[config.mk]
export PLATFORM = sky130hd
export DESIGN_NAME = branch_resolve_unit
export DESIGN_NICKNAME = d
export VERILOG_FILES = /design/src/rtl/branch_resolve_unit.sv
export SDC_FILE = /design/constraint.sdc
export NUM_CORES = 1
export LEC_CHECK = 0
export ABC_CLOCK_PERIOD_IN_PS = 2900
export CELL_PAD_IN_SITES_DETAIL_PLACEMENT = 0
export CELL_PAD_IN_SITES_GLOBAL_PLACEMENT = 1
export CORE_MARGIN = 4
export CORE_UTILIZATION = 25
export CTS_CLUSTER_SIZE = 24
export DETAILED_ROUTE_END_ITERATION = 10
export DONT_BUFFER_PORTS = 1
export GPL_TIMING_DRIVEN = 0
export MAX_ROUTING_LAYER = met4
export PLACE_DENSITY_LB_ADDON = 0.1
export SETUP_SLACK_MARGIN = 0.4
export SYNTH_ARGS = -nofsm -noshare
export SYNTH_HDL_FRONTEND = slang
export SYNTH_SLANG_ARGS = --single-unit
[constraint.sdc]
create_clock -name clk -period 2.9 [get_ports clk]
set_input_delay 0.58 -clock clk [delete_from_list [all_inputs] [get_ports clk]]
set_output_delay 0.58 -clock clk [all_outputs]
set_load 0.02 [all_outputs]
[src/rtl/branch_resolve_unit.sv]
// Resolves B/Bcc against bypassed SZCV flags, registers the branch target and runs a counted flush.
// Branch outputs are one cycle after acceptance, wb_dest is DEST_STAGES cycles after; stall freezes everything.
module branch_resolve_unit #(
    parameter int ADDR_W       = 16,
    parameter int DISP_W       = 8,
    parameter int FLUSH_CYCLES = 2,
    parameter int DEST_STAGES  = 3
) (
    input  logic              clk,
    input  logic              rst_n,
    input  logic              stall,
    input  logic              in_valid,
    input  logic [15:0]       instr,
    input  logic [ADDR_W-1:0] pc,
    input  logic              flag_we,
    input  logic [3:0]        flag_in,
    output logic [3:0]        flags_q,
    output logic              br_taken,
    output logic [ADDR_W-1:0] br_target,
    output logic              flush,
    output logic [2:0]        wb_dest,
    output logic              wb_valid
);

    localparam logic [4:0] OP_B   = 5'b10100;
    localparam logic [4:0] OP_BCC = 5'b10111;

    logic [3:0]        r_flags;
    logic              r_br_taken;
    logic [ADDR_W-1:0] r_br_target;
    logic [2:0]        r_flush_cnt;
    logic              r_pipe_vld  [DEST_STAGES];
    logic [2:0]        r_pipe_dest [DEST_STAGES];

    logic [3:0]        w_eff_flags;
    logic              w_flush;
    logic              w_accept;
    logic              w_cond;
    logic              w_taken;
    logic              w_sv;
    logic [ADDR_W-1:0] w_disp;
    logic [ADDR_W-1:0] w_target;
    logic [2:0]        w_dest;
    logic              w_dest_vld;

    // An ALU flag write in the same cycle is visible to the branch being evaluated.
    assign w_eff_flags = flag_we ? flag_in : r_flags;
    assign w_sv        = w_eff_flags[3] ^ w_eff_flags[0];
    assign w_flush     = (r_flush_cnt != 3'd0);
    assign w_accept    = in_valid & ~w_flush;

    always_comb begin
        w_cond = 1'b0;
        if (instr[15:11] == OP_B) begin
            w_cond = 1'b1;
        end else if (instr[15:11] == OP_BCC) begin
            case (instr[10:8])
                3'b000:  w_cond = w_eff_flags[2];
                3'b001:  w_cond = w_sv;
                3'b010:  w_cond = w_eff_flags[2] | w_sv;
                3'b011:  w_cond = ~w_eff_flags[2];
                3'b100:  w_cond = w_eff_flags[1];
                3'b101:  w_cond = ~w_eff_flags[1];
                3'b110:  w_cond = ~w_sv;
                default: w_cond = 1'b0;
            endcase
        end
    end

    assign w_taken  = w_accept & w_cond;
    assign w_disp   = {{(ADDR_W-DISP_W){instr[DISP_W-1]}}, instr[DISP_W-1:0]};
    assign w_target = pc + ADDR_W'(1) + w_disp;

    // Loads carry their destination in the opcode field; everything else in [10:8].
    assign w_dest     = (instr[15:14] == 2'b00) ? instr[13:11] : instr[10:8];
    assign w_dest_vld = w_accept & (instr[15:14] != 2'b10);

    always_ff @(posedge clk) begin
        if (!rst_n) begin
            r_flags     <= '0;
            r_br_taken  <= 1'b0;
            r_br_target <= '0;
            r_flush_cnt <= '0;
            for (int i = 0; i < DEST_STAGES; i++) begin
                r_pipe_vld[i]  <= 1'b0;
                r_pipe_dest[i] <= '0;
            end
        end else if (!stall) begin
            if (flag_we) begin
                r_flags <= flag_in;
            end
            r_br_taken <= w_taken;
            if (w_taken) begin
                r_br_target <= w_target;
                r_flush_cnt <= 3'(FLUSH_CYCLES);
            end else if (w_flush) begin
                r_flush_cnt <= r_flush_cnt - 3'd1;
            end
            r_pipe_vld[0]  <= w_dest_vld;
            r_pipe_dest[0] <= w_dest;
            for (int i = 1; i < DEST_STAGES; i++) begin
                r_pipe_vld[i]  <= r_pipe_vld[i-1];
                r_pipe_dest[i] <= r_pipe_dest[i-1];
            end
        end
    end

    assign flags_q   = r_flags;
    assign br_taken  = r_br_taken;
    assign br_target = r_br_target;
    assign flush     = w_flush;
    assign wb_valid  = r_pipe_vld[DEST_STAGES-1];
    assign wb_dest   = r_pipe_dest[DEST_STAGES-1];

endmodule

## Word level (Yosys, flattened, before mapping)

Memory sizes are Yosys's and may differ from the RTL's.
Cells that the tools add are included.

- Add/sub/neg operators: 3
- Equal/unequal tests: 9
- Multiplexer cells: 17
- Bitwise gates (word level): 16
- Reductions and logical operators: 6

Operators with widths:

| kind | count |
|---|---|
| 2-to-1 mux 3 bit | 6 |
| adder 16 x 1 -> 16 bit (second input constant) | 1 |
| adder 16 bit | 1 |
| == test 5 bit (second input constant) | 2 |
| == test 3 bit (second input constant) | 3 |
| 2-to-1 mux 1 bit | 9 |
| bitwise OR 1 bit | 7 |
| case mux 1 bit (7 select lines) | 1 |
| == test 3 x 2 -> 1 bit (second input constant) | 2 |
| inverter 1 bit | 5 |
| 2-to-1 mux 4 bit | 1 |
| AND reduction 2 bit | 2 |
| AND 1 bit | 3 |
| == test 3 x 1 -> 1 bit (second input constant) | 1 |
| zero test 3 bit | 1 |
| nonzero test 3 bit | 1 |
| subtractor 3 x 1 -> 3 bit (second input constant) | 1 |
| zero test 2 bit | 1 |
| != test 2 bit (second input constant) | 1 |
| nonzero test 2 bit | 1 |
| XOR 1 bit | 1 |

- Register bits: 24
- RAM bits: 12
- Output and inout bits: 26
- Memories kept: 2

Memory list:

| name | depth | bits a word | read ports | clocked after memory_dff | wr ports | RTL line | RTL |
|---|---|---|---|---|---|---|---|
| r_pipe_dest | 3 | 3 | 3 | 0 | 3 | 33 | `logic [2:0] r_pipe_dest [DEST_STAGES];` |
| r_pipe_vld | 3 | 1 | 3 | 0 | 3 | 32 | `logic r_pipe_vld [DEST_STAGES];` |

## Longest topological paths before layout

- Depth after elaboration: 9
- Gate-level depth with buffers: 10
- Depth with buffers taken out: 10

## Worst setup path after synthesis

No wires, ideal clock.

- Path kind: input port to flip-flop
- Start point: input port instr[0]
- End point: register r_br_target[14], in the netlist br_target[14]
- Setup time: 0.088 ns
- Data arrival time: 2.253 ns
- Path slack: 0.559 ns
- Stages on the path: 10
- Buffers on the path: 0
- Path through: inv_1 ha_1 inv_1 fa_1 a21oi_1 o21ai_1 a211oi_1 o21a_1 o21ai_0 a311oi_2

- Cells in the longest elaborated chain, start to end: 1

Ends and longest elaborated chain:

| what | RTL line | RTL |
|---|---|---|
| start, declared | 13 | `input logic [15:0] instr,` |
| adder 16 bit | 72 | `assign w_target = pc + ADDR_W'(1) + w_disp;` |
| end signal, assigned | 94 | `r_br_target <= w_target;` |
| end, declared | 30 | `logic [ADDR_W-1:0] r_br_target;` |

No other way between the ends.
A chain may end at the register's enable or synchronous reset.

## Worst setup path in the final report

- Start point: input port instr[0]
- End point: register r_br_target[12], in the netlist br_target[12]

The elaborated chain is that of the path after synthesis.

==> flow_summary.yaml <==
outcome:
  status: "finished clean"
power_and_ir_drop:
  p_per_area_nw_per_um2: 554
  peakVddDrop_mv: 0.176
  total_leakage_power_nw: 1.01
global_route:
  grt_max_degree: 13
  grt_pass1_vias: 1955
  grt_use_total_pct: 11.5
  grt_pass1_wl_um: 10200
  grt_overflow: 0
  antenna_found_initial: 0
worst_setup_path:
  cp.arrival_ps: 2460
  crit_path_start_kind: "input pin"
  crit_type: "in2reg"
  required_ps: 3070
  reg2reg_from: "flags_q[0]$_SDFFE_PN0N_"
  max_stage_delay_ps: 390
  end_kind: "register"
  critPathMaxFanout: 4
  cp_common_cell: "inv_1"
  crit_chain: "inv_1 > ha_1 > inv_1 > fa_1 > a21oi_1 > o21ai_1 > a211oi_2 > nor4b_1 > a211oi_1 > o22ai_1"
  startpoint: "instr[0]"
  cp_slowest_cell: "fa_1"
floorplan:
  initial_core_util_pct: 26.0
  dieArea_um2: 11300
  io_pins: 67
  dieHeight_um: 106
  die_x_um: 106
  coreArea_um2: 9330
  placementRows: 35
synth:
  yosysTopAreaCell: "dfxtp_1"
  synth_area_um2: 2420
  syn_area_per_cell_um2: 8.97
  syn_nets: 329
  synth_common_cells: "25 x a21oi_1, 24 x dfxtp_1, 21 x nand2_1, 17 x ha_1, 16 x inv_1"
  yosys_warnings: 0
  synth_edf_count: 12
  synth_seq_cells: 36
  ys_seq_area_share_pct: 34.7
  synth_area_leaders: "dfxtp_1 20%, edfxtp_1 15%, ha_1 8.8%"
  postSynth.asyncResetShare_pct: 0
  synthFlopType: "dfxtp_1"
  synth_top_area_share_pct: 19.8
  yosysUniqueCellTypes: 54
  yosysMostFrequentCell: "a21oi_1"
  synth_cells: 270
clock_tree:
  clk_latency_ps: 290
  clkTransAtPathRegs_ps: 80
  hold_buffers: 0
  cts_resized: 1
  cts-root-buf: "clkbuf_8"
  cts_max_level: 2
  clockBufferDepth: 2
  post_cts_buffers: 0
  cts_tree: "yes"
  cts_buffers: 5
  cts_sinks: 36
sta:
  worst_pin_slew_ps: 569
  slew_viol_final: 0
  final_hold_viol_count: 0
  finalSetupTns_ps: 0
  setup_viol: 0
  fin_crit_sh_pct: 79.1
  rsz0062_at_grt: "no"
  fin_crit_ps: 2290
  fmax_mhz: 436
  worst_slack_ps: 605
  slew_headroom_pct: 61.8
  clock_skew_ps: 6.87
cells_and_area:
  syn2layout_area_growth_pct: 11.7
  drive_gt1_share_pct: 10.8
  seq_area_um2: 841
  fill_cells: 1014
  multiInputGateArea_um2: 1450
  diodes: 0
  nets: 336
hold_path:
  hold_class: "in2reg"
  min_from: "flag_in[1]"
place:
  hpwlAfterDp_um: 4890
  gp_congestion: 0.710
  place_ws_ps: 118
  portBuffers: 0
route:
  viasPerCell: 4.73
  ant_nets: 0
  wire_per_inst_um: 15.5
  vias: 1927
  drc: 0
  wirelength_um: 6320
  drt_iter0_markers: 66
  first_pass_iters: 4
flow_run:
  maxCapViolCount: 0
==> registers in the layout (all words and copies together), names as in the netlist <==
signal and flops:
br_taken 1, br_target 16, flags_q 4, r_flush_cnt 3, r_pipe_dest 9, r_pipe_vld 3
==> kinds of logic after synthesis <==
logic type                 count (synthesis)  share of synthesized area, %
DFF                                       36                          34.7
xor gates and xnor gates                  11                          3.98
adders and majority gates                 18                          9.61
AOI/OAI and AO/OA                         84                          23.9
muxes                                      7                          3.41
and+or+nand+nor                           85                          18.3
buffers and inverters                     29                          6.09
==> per-stage QoR <==
step           std cells  power [mW]  hold slack, ps  cell area, um2  util, %
2_1_floorplan        270       0.968             497            2420        -
3_3_place_gp         399        1.06             500            2580     27.7
5_1_grt              407        1.61             429            2710     29.0
3_5_place_dp         399        1.05             503            2580     27.7
6_report             407        1.50             425            2710     29.0
4_1_cts              407        1.52             415            2700     28.9
==> layout by cell type, fill, tap and decap left out, types with 3 or more instances in the layout <==
master,instances
inv_1,16
and3_1,3
o22ai_1,4
o21ai_0,15
xnor2_1,6
a21o_1,6
ha_1,17
a211oi_1,3
nor3_1,11
mux2i_1,6
nand2b_1,4
xor2_1,5
buf_4,4
o21a_1,5
and2_1,8
clkbuf_1,4
nor2_1,13
a31oi_1,3
a211oi_2,4
nor2b_1,5
nand3_1,8
dfxtp_1,24
edfxtp_1,12
buf_6,3
clkbuf_8,5
a21oi_1,25
nand2_1,21
==> final cells by class <==
type | instances | area share [%]
Tap cell | 129 | 5.96
Clock buffer | 5 | 2.54
Multi-Input combinational cell | 205 | 53.4
Sequential cell | 36 | 31.1
Buffer | 13 | 3.24
Inverter | 16 | 2.22
Clock inverter | 3 | 1.57
==> routing by layer <==
layer	vias to the layer above	GRT usage (%)	part of all wire, %
met2	36	18.3	47
met3	7	2.98	4.3
met4	0	2.47	0.93
met1	881	14.8	48
li1	1003	-	-
met5	-	-	0
==> power by group <==
part	leakage [nW]	total [mW]	switching, mW	internal, mW
sequential	0.326	0.586	0.0246	0.562
clock	0.0541	0.452	0.198	0.255
combinational	0.633	0.462	0.279	0.183
==> critical path, delay by kind of cell <==
kind,cells,cell delay [ps]
AO/OA/AOI/OAI,5,1140
adder cells (fa/ha/maj),2,550
buffers and inverters,2,90
AND/OR/NAND/NOR,1,90
==> final timing paths <==
check,end,slack (ps),depth (start not counted)
worst min-delay path,flags_q[1]$_SDFFE_PN0N_,430,2
worst max-delay path,br_target[12]$_SDFFE_PN0P_,610,10
worst min register to register,r_pipe_dest[0][8]$_SDFFCE_PN0P_,520,1
worst max register to register,br_target[11]$_SDFFE_PN0P_,650,6
No activity file was read; power rests on OpenSTA's default activity.
